## config.mk

```make
export PLATFORM = sky130hd
export DESIGN_NAME = sha256_digest_reader_flat
export DESIGN_NICKNAME = d
export VERILOG_FILES = /design/src/rtl/sha256_digest_reader_pkg.sv /design/src/rtl/sha256_digest_reader_if.sv /design/src/rtl/sha256_digest_reader.sv /design/src/flat_wrapper.sv
export SDC_FILE = /design/constraint.sdc
export NUM_CORES = 1
export LEC_CHECK = 0
export BUFFER_PORTS_ARGS = -buffer_cell sky130_fd_sc_hd__buf_2
export CAP_MARGIN = 20
export CORE_MARGIN = 8
export CORE_UTILIZATION = 60
export CTS_BUF_LIST = sky130_fd_sc_hd__clkbuf_8
export CTS_CLUSTER_SIZE = 14
export DETAILED_ROUTE_END_ITERATION = 16
export MAX_ROUTING_LAYER = met4
export PLACE_DENSITY = 0.88
export SYNTH_ARGS = -nofsm -noshare
export SYNTH_HDL_FRONTEND = slang
export SYNTH_SLANG_ARGS = --single-unit
```

## constraint.sdc

```tcl
create_clock -name clk -period 5.2 [get_ports clk]
set_clock_uncertainty 0.1 [all_clocks]
set_input_delay 0.52 -clock clk [delete_from_list [all_inputs] [get_ports clk]]
set_output_delay 0.52 -clock clk [all_outputs]
set_load 0.05 [all_outputs]
```

## src/rtl/sha256_digest_reader_pkg.sv

```systemverilog
// -----------------------------------------------------------------------------
// sha256_pkg
// Constants and types shared by the SHA256 core's input-side writer and the
// digest reader.
//   DIGEST_W    : width of the finished digest
//   IN_WORD_W   : core input word width (writer side)
//   IN_MAX_LEN  : maximum core inLen value (writer side)
//   rd_state_t  : digest reader FSM states
// -----------------------------------------------------------------------------
package sha256_pkg;

    localparam int DIGEST_W   = 256;
    localparam int IN_WORD_W  = 32;
    localparam int IN_MAX_LEN = 32;

    typedef enum logic [0:0] {
        RD_IDLE = 1'b0,
        RD_SEND = 1'b1
    } rd_state_t;

    // Number of output beats needed to carry one digest at a given beat width.
    function automatic int beats_per_digest(input int out_w);
        return DIGEST_W / out_w;
    endfunction

endpackage

```

## src/rtl/sha256_digest_reader_if.sv

```systemverilog
// -----------------------------------------------------------------------------
// sha256_digest_reader_if
// Valid/accept beat stream from the digest reader to the response path.
//   outData   : current beat, MSB-first slice of the digest
//   outValid  : beat valid
//   outAccept : downstream takes the beat when outValid && outAccept
//   outLast   : high with the final beat of a digest
// Modports: master (reader side), slave (consumer side).
// -----------------------------------------------------------------------------
interface sha256_digest_reader_if #(
    parameter int OUT_W = 8
);
    logic [OUT_W-1:0] outData;
    logic             outValid;
    logic             outAccept;
    logic             outLast;

    modport master (
        output outData,
        output outValid,
        output outLast,
        input  outAccept
    );

    modport slave (
        input  outData,
        input  outValid,
        input  outLast,
        output outAccept
    );
endinterface

```

## src/rtl/sha256_digest_reader.sv

```systemverilog
// -----------------------------------------------------------------------------
// sha256_digest_reader
// Captures the SHA256 core's digest on the rising edge of its ready flag and
// streams it out MSB-first as DIGEST_W/OUT_W beats over a valid/accept stream.
// Ports:
//   clk, reset_n  : clock, asynchronous active-low reset
//   digest        : core digest, sampled only at capture
//   ready         : core done level; a rising edge marks a new digest
//   clear         : synchronous abort (back to idle, overrun cleared)
//   out_if        : beat stream (master modport)
//   busy          : a digest is held or being sent
//   overrun       : sticky, a digest arrived while busy and was dropped
// Optional feature macro SHA256_DIGEST_READER_COMPARE_EN adds
//   expDigest (in), matchValid (out), match (out): digest compare at capture.
// -----------------------------------------------------------------------------
module sha256_digest_reader
    import sha256_pkg::*;
#(
    parameter int OUT_W = 8
) (
    input  logic                        clk,
    input  logic                        reset_n,
    input  logic [DIGEST_W-1:0]         digest,
    input  logic                        ready,
    input  logic                        clear,
    sha256_digest_reader_if.master      out_if,
`ifdef SHA256_DIGEST_READER_COMPARE_EN
    input  logic [DIGEST_W-1:0]         expDigest,
    output logic                        matchValid,
    output logic                        match,
`endif
    output logic                        busy,
    output logic                        overrun
);

    localparam int BEATS = beats_per_digest(OUT_W);
    localparam int CNT_W = $clog2(BEATS);
    localparam logic [CNT_W-1:0] LAST_CNT = CNT_W'(BEATS - 1);

    rd_state_t           state_q, state_d;
    logic [DIGEST_W-1:0] shreg_q, shreg_d;
    logic [CNT_W-1:0]    count_q, count_d;
    logic                overrun_q, overrun_d;
    logic                ready_q;

    logic                rise_s;
    logic                accept_s;
    logic                last_acc_s;
    logic                load_s;
    logic [DIGEST_W-1:0] shifted_s;

    assign rise_s     = ready && !ready_q;
    assign accept_s   = (state_q == RD_SEND) && out_if.outAccept;
    assign last_acc_s = accept_s && (count_q == LAST_CNT);
    assign shifted_s  = {shreg_q[DIGEST_W-OUT_W-1:0], {OUT_W{1'b0}}};

    // Outputs decode straight from registers; shreg is zeroed whenever the
    // stream is abandoned or completes, so outData is 0 while idle.
    assign out_if.outValid = (state_q == RD_SEND);
    assign out_if.outData  = shreg_q[DIGEST_W-1 -: OUT_W];
    assign out_if.outLast  = (state_q == RD_SEND) && (count_q == LAST_CNT);
    assign busy            = (state_q == RD_SEND);
    assign overrun         = overrun_q;

    // State, shift register, beat counter, overrun flag and ready edge history.
    always_ff @(posedge clk or negedge reset_n) begin
        if (!reset_n) begin
            ready_q   <= 1'b1;  // a ready level high out of reset is not a rise
            state_q   <= RD_IDLE;
            shreg_q   <= {DIGEST_W{1'b0}};
            count_q   <= {CNT_W{1'b0}};
            overrun_q <= 1'b0;
        end else begin
            ready_q   <= ready;  // tracks ready even while clear is asserted
            state_q   <= state_d;
            shreg_q   <= shreg_d;
            count_q   <= count_d;
            overrun_q <= overrun_d;
        end
    end

    // Next-state logic: clear dominates, then capture / shift / overrun.
    always_comb begin
        state_d   = state_q;
        shreg_d   = shreg_q;
        count_d   = count_q;
        overrun_d = overrun_q;
        load_s    = 1'b0;
        if (clear) begin
            state_d   = RD_IDLE;
            shreg_d   = {DIGEST_W{1'b0}};
            count_d   = {CNT_W{1'b0}};
            overrun_d = 1'b0;
        end else begin
            case (state_q)
                RD_IDLE: begin
                    if (rise_s) begin
                        load_s  = 1'b1;
                        shreg_d = digest;
                        count_d = {CNT_W{1'b0}};
                        state_d = RD_SEND;
                    end else begin
                        state_d = RD_IDLE;
                    end
                end
                RD_SEND: begin
                    if (last_acc_s) begin
                        // A rise coinciding with the final accept starts the
                        // next digest with no idle bubble and no overrun.
                        if (rise_s) begin
                            load_s  = 1'b1;
                            shreg_d = digest;
                            count_d = {CNT_W{1'b0}};
                            state_d = RD_SEND;
                        end else begin
                            shreg_d = shifted_s;
                            count_d = {CNT_W{1'b0}};
                            state_d = RD_IDLE;
                        end
                    end else begin
                        if (accept_s) begin
                            shreg_d = shifted_s;
                            count_d = count_q + CNT_W'(1);
                        end else begin
                            shreg_d = shreg_q;
                        end
                        if (rise_s) begin
                            overrun_d = 1'b1;
                        end else begin
                            overrun_d = overrun_q;
                        end
                    end
                end
                default: begin
                    state_d = RD_IDLE;
                end
            endcase
        end
    end

`ifdef SHA256_DIGEST_READER_COMPARE_EN
    logic match_valid_q, match_valid_d;
    logic match_q, match_d;

    assign matchValid = match_valid_q;
    assign match      = match_q;

    // Compare result registers.
    always_ff @(posedge clk or negedge reset_n) begin
        if (!reset_n) begin
            match_valid_q <= 1'b0;
            match_q       <= 1'b0;
        end else begin
            match_valid_q <= match_valid_d;
            match_q       <= match_d;
        end
    end

    // The compare result is taken at every capture and held until the next.
    always_comb begin
        match_valid_d = match_valid_q;
        match_d       = match_q;
        if (clear) begin
            match_valid_d = 1'b0;
            match_d       = 1'b0;
        end else if (load_s) begin
            match_valid_d = 1'b1;
            match_d       = (digest == expDigest);
        end else begin
            match_valid_d = match_valid_q;
            match_d       = match_q;
        end
    end
`endif

endmodule

```

## src/flat_wrapper.sv

```systemverilog
// flat-port wrapper written by rule: the top's interface ports become plain ports
module sha256_digest_reader_flat import sha256_pkg::*;
#(
    parameter int OUT_W = 8
)
  (clk, reset_n, digest, ready, clear, busy, overrun, out_if_outData, out_if_outValid, out_if_outLast, out_if_outAccept);
  sha256_digest_reader_if #(.OUT_W(OUT_W)) out_if_i ();
  input  logic clk;
  input  logic reset_n;
  input  logic [DIGEST_W-1:0] digest;
  input  logic ready;
  input  logic clear;
  output logic busy;
  output logic overrun;
  output wire logic [$bits(out_if_i.outData)-1:0] out_if_outData;
  output wire logic [$bits(out_if_i.outValid)-1:0] out_if_outValid;
  output wire logic [$bits(out_if_i.outLast)-1:0] out_if_outLast;
  input wire logic [$bits(out_if_i.outAccept)-1:0] out_if_outAccept;
  assign out_if_outData = out_if_i.outData;
  assign out_if_outValid = out_if_i.outValid;
  assign out_if_outLast = out_if_i.outLast;
  assign out_if_i.outAccept = out_if_outAccept;
  sha256_digest_reader #(.OUT_W(OUT_W)) u_core (.clk(clk), .reset_n(reset_n), .digest(digest), .ready(ready), .clear(clear), .out_if(out_if_i), .busy(busy), .overrun(overrun));
endmodule
```

Word-level counts from Yosys, hierarchy flattened --
Index checks and enable logic that the tools add are counted.
Storage, ports and cells: flip-flop bits (word level) 264, input port bits 261, word-level logic and storage cells 39
Cells by class: add/sub/neg operators 1, equal/unequal tests 4, mux-type cells 19, bitwise gates (word level) 1, reduce and logical (&&, ||, !) cells 9
Operators with widths (count):
- $mux W256 | 5
- $pmux W256 S2 | 1
- $mux W5 | 4
- $pmux W5 S2 | 1
- $mux W1 | 7
- $add A5 B1 Y5 const B | 1
- $eq A5 B5 Y1 const B | 1
- $logic_and A1 B1 Y1 | 4
- $ne A4 B4 Y1 const B | 1
- $reduce_bool A2 Y1 | 2
- $ne A3 B2 Y1 const B | 1
- $reduce_and A3 Y1 | 1
- $ne A2 B2 Y1 const B | 1
- $pmux W1 S2 | 1
- $reduce_and A2 Y1 | 1
- $logic_not A1 Y1 | 1
- $not A1 Y1 | 1

Logic depth before layout (Yosys ltp) --
depth in word-level cells 6, gate-level depth with buffers 9, mapped depth without buffers 6

Least setup slack after synthesis --
Ideal clock, no wire load.
path kind reg2out, start point reg u_core.state_q (netlist: u_core.busy), end point out out_if_outLast, arrival time 1994 ps, required time 4580 ps, setup slack 2586 ps, cell stages (with the launch flop) 5, cells stage by stage dfrtp_1 -> clkbuf_1 -> clkbuf_1 -> clkbuf_1 -> and2_1
On the way: cells in the longest elaborated chain, start to end 1
Ends and longest elaborated chain:
- from (decl) | line sha256_digest_reader.sv:40 | rd_state_t state_q, state_d;
- from (signal assigned) | line sha256_digest_reader.sv:75 | state_q <= state_d;
- $logic_and A1 B1 Y1 | line sha256_digest_reader.sv:61 | assign out_if.outLast = (state_q == RD_SEND) && (count_q == LAST_CNT);
- to (decl) | line flat_wrapper.sv:17 | output wire logic [$bits(out_if_i.outLast)-1:0] out_if_outLast;
No other way between the ends.

Worst setup path after layout --
Ends and elaborated chain as after synthesis.

==> impl_metrics.tcl <==
set metrics [dict create \
    crit_path_top_delay_cell "dfrtp_4" \
    grt_max_degree 251 \
    p_leak_uw 0.00736 \
    finalCriticalPeriod_ns 3.27 \
    ys_warn_count 0 \
    dr.pass1.iters 6 \
    coreArea_um2 25900 \
    ys_ff_latch 264 \
    detail_route.vias_per_cell 6.97 \
    startpoint "u_core.busy" \
    syn_nets 1790 \
    synth_largest_area_cell "dfrtp_1" \
    antenna_found_initial 2 \
    fin_ws_ns 1.93 \
    comb_power_share_pct 19.6 \
    crit_chain "buf_4 -> and2_1 -> buf_2" \
    clk_pin_slew_ns 0.06 \
    worstMarginPinSlew_ns 1.22 \
    overflow 0 \
    drive_above_1_share_pct 33.8 \
    num_rows 59 \
    min_path_type "input port to flop" \
    vdd_drop_max_mv 0.218 \
    holdPathStages 2 \
    routedWlPerCell_um 22.6 \
    worst-path-stages 3 \
    dp_cells 1924 \
    grt_pass1_wl_um 72700 \
    hold_viol 0 \
    pwr-share-clk_pct 36.1 \
    rr_startpoint "u_core.busy" \
    die_x_um 178 \
    end_kind "output pin" \
    r2r_cells 4 \
    critPathMaxFanout 63 \
    rr_endpoint "u_core.shreg_q[94]" \
    fin_nets 1903 \
    drv_slew 0 \
    area_growth_pct 12.8 \
    crit_buf_inv 2 \
    post-route-drc-count 0 \
    syn_avg_cell_area_um2 10.3 \
    synth_cells 1527 \
    status "finished clean" \
    ys_types 31 \
    max_stage_delay_ns 0.84 \
    clock-root-buffer "clkbuf_8" \
    synthTopCellsByArea "dfrtp_1 (42%), a221oi_2 (19%), a32oi_1 (14%)" \
    cp.arrival_ns 2.65 \
    layout_common_cells "inv_1 (270), buf_2 (270), dfrtp_1 (262)" \
    start_kind "flop" \
    first_iter_violations 2222 \
    cp.required_ns 4.58 \
    rsz0062_at_grt "no" \
    place_hpwl_um 26700 \
    p_per_area_nw_per_um2 300 \
    max_freq_mhz 305 \
    setup_viol 0 \
    fillers 1895 \
    htreeDepth 2 \
    cts_resized 0 \
    numCtsBuffers 46 \
    clock_latency_ns 0.56 \
    setup.worst_path.class "flop to output pin" \
    antenna_left 0 \
    vias 14000 \
    cp_top_family "buffers and inverters" \
    r2r_setup_slack_ns 2.05 \
    layout.core_utilization_pct 68.5 \
    min_from "digest[1]" \
    track_usage_pct 28.5 \
    p_int_uw 3690 \
    ios 273 \
    cap_violations 0 \
    p_seq_share_pct 44.3 \
    period_share_pct 63.0 \
    start_util_pct 60.7 \
    max_slew_margin_pct 18.9 \
    ys_seq_area_share_pct 42.0 \
    hold_path_end "u_core.shreg_q[1]" \
    wl_um 45500 \
    tns_ns 0 \
    power.share.switching_pct 30.6 \
    die_h_um 178 \
    cts_tree "built" \
    max-clock-path-buffers 3 \
    instances_no_fill 2012 \
    gp_congestion 0.850 \
    switchingPower_uw 1630 \
    die-area_um2 31700 \
    pre_cts_ws_ns 2.12 \
    io_buffers 272 \
    grt_pass1_vias 14000 \
    clock-sinks 264 \
    netlist.area_leader.share_pct 41.8 \
    syn_area_um2 15700 \
]
cells in the mapped netlist, drive strengths merged:
library cell and count:
nand3 2, and4b 1, inv 252, and3 1
a211oi 1, ha 2, nor2 2, nor4bb 1
or3b 1, nand4b 1, dfstp 1, nand2 2
a41oi 1, a32o 1, o21ai 249, mux2 1
clkbuf 188, a32oi 249, dfrtp 263, nor2b 1
a21oi 2, buf 43, a22o 11, and2 2
nand2b 1, a221oi 248
flip-flops by register name, indices dropped and copies added, names as in the netlist:
signal,flops
u_core.shreg_q,256
u_core.count_q,5
u_core.busy,1
u_core.overrun,1
u_core.ready_q,1
power groups by stage:
stage / sequential [µW] / combinational, µW / clock, µW
after detailed placement: 2380 / 1030 / 0
final: 2360 / 1040 / 1920
after floorplan: 2340 / 768 / 0
after CTS: 2350 / 1030 / 1940
after global routing: 2370 / 1130 / 2040
after global placement: 2370 / 998 / 0
through the flow:
step           power, µW  hold slack (ns)  cell area [µm²]
4_1_cts             5320           0.0498            17700
2_1_floorplan       3110            0.124            15700
5_1_grt             5550           0.0569            17700
3_3_place_gp        3370            0.389            16800
3_5_place_dp        3410            0.396            16800
6_report            5310           0.0709            17700
routing by layer:
metal	share of wire (%)	global-route usage, %	vias to the layer above
met3	8.9	5.70	130
met1	40	37.9	6935
met5	0	-	-
li1	-	-	6194
met4	3.8	11.4	0
met2	47	42.4	759
logic make-up (layout without fill, tap and decap cells):
group	count (synthesis)	after routing	synth area share, %
flip-flops	264	264	42.0
adder cells (fa/ha/maj)	2	2	0.159
other	0	2	0
AND/OR/NAND/NOR	15	15	0.597
buffers and inverters	483	631	12.8
AO/OA/AOI/OAI	762	762	44.3
multiplexers	1	1	0.0716
layout make-up:
class | count | area (µm²) | share of cell area (%)
multi-input combinational | 780 | 7130 | 40.2
tap | 335 | 419 | 2.36
inverter | 252 | 951 | 5.36
timing repair buffer | 296 | 1690 | 9.51
sequential | 264 | 6610 | 37.3
antenna | 2 | 5.00 | 0.0282
clock buffer | 62 | 853 | 4.81
clock inverter | 21 | 85.1 | 0.480
worst max-delay path by stage:
stage,to
after global routing,u_core.shreg_q[223]
after detailed placement,u_core.shreg_q[223]
final,out_if_outLast
after floorplan,out_if_outLast
after global placement,u_core.shreg_q[94]
after CTS,out_if_outLast
repair_timing:
item	in CTS	in global routing
endpoints found under the setup margin	0	0
buffers inserted	0	0
endpoints found under the hold margin	78	0
hold buffers	2	0
No activity file was read; power rests on OpenSTA's default activity.
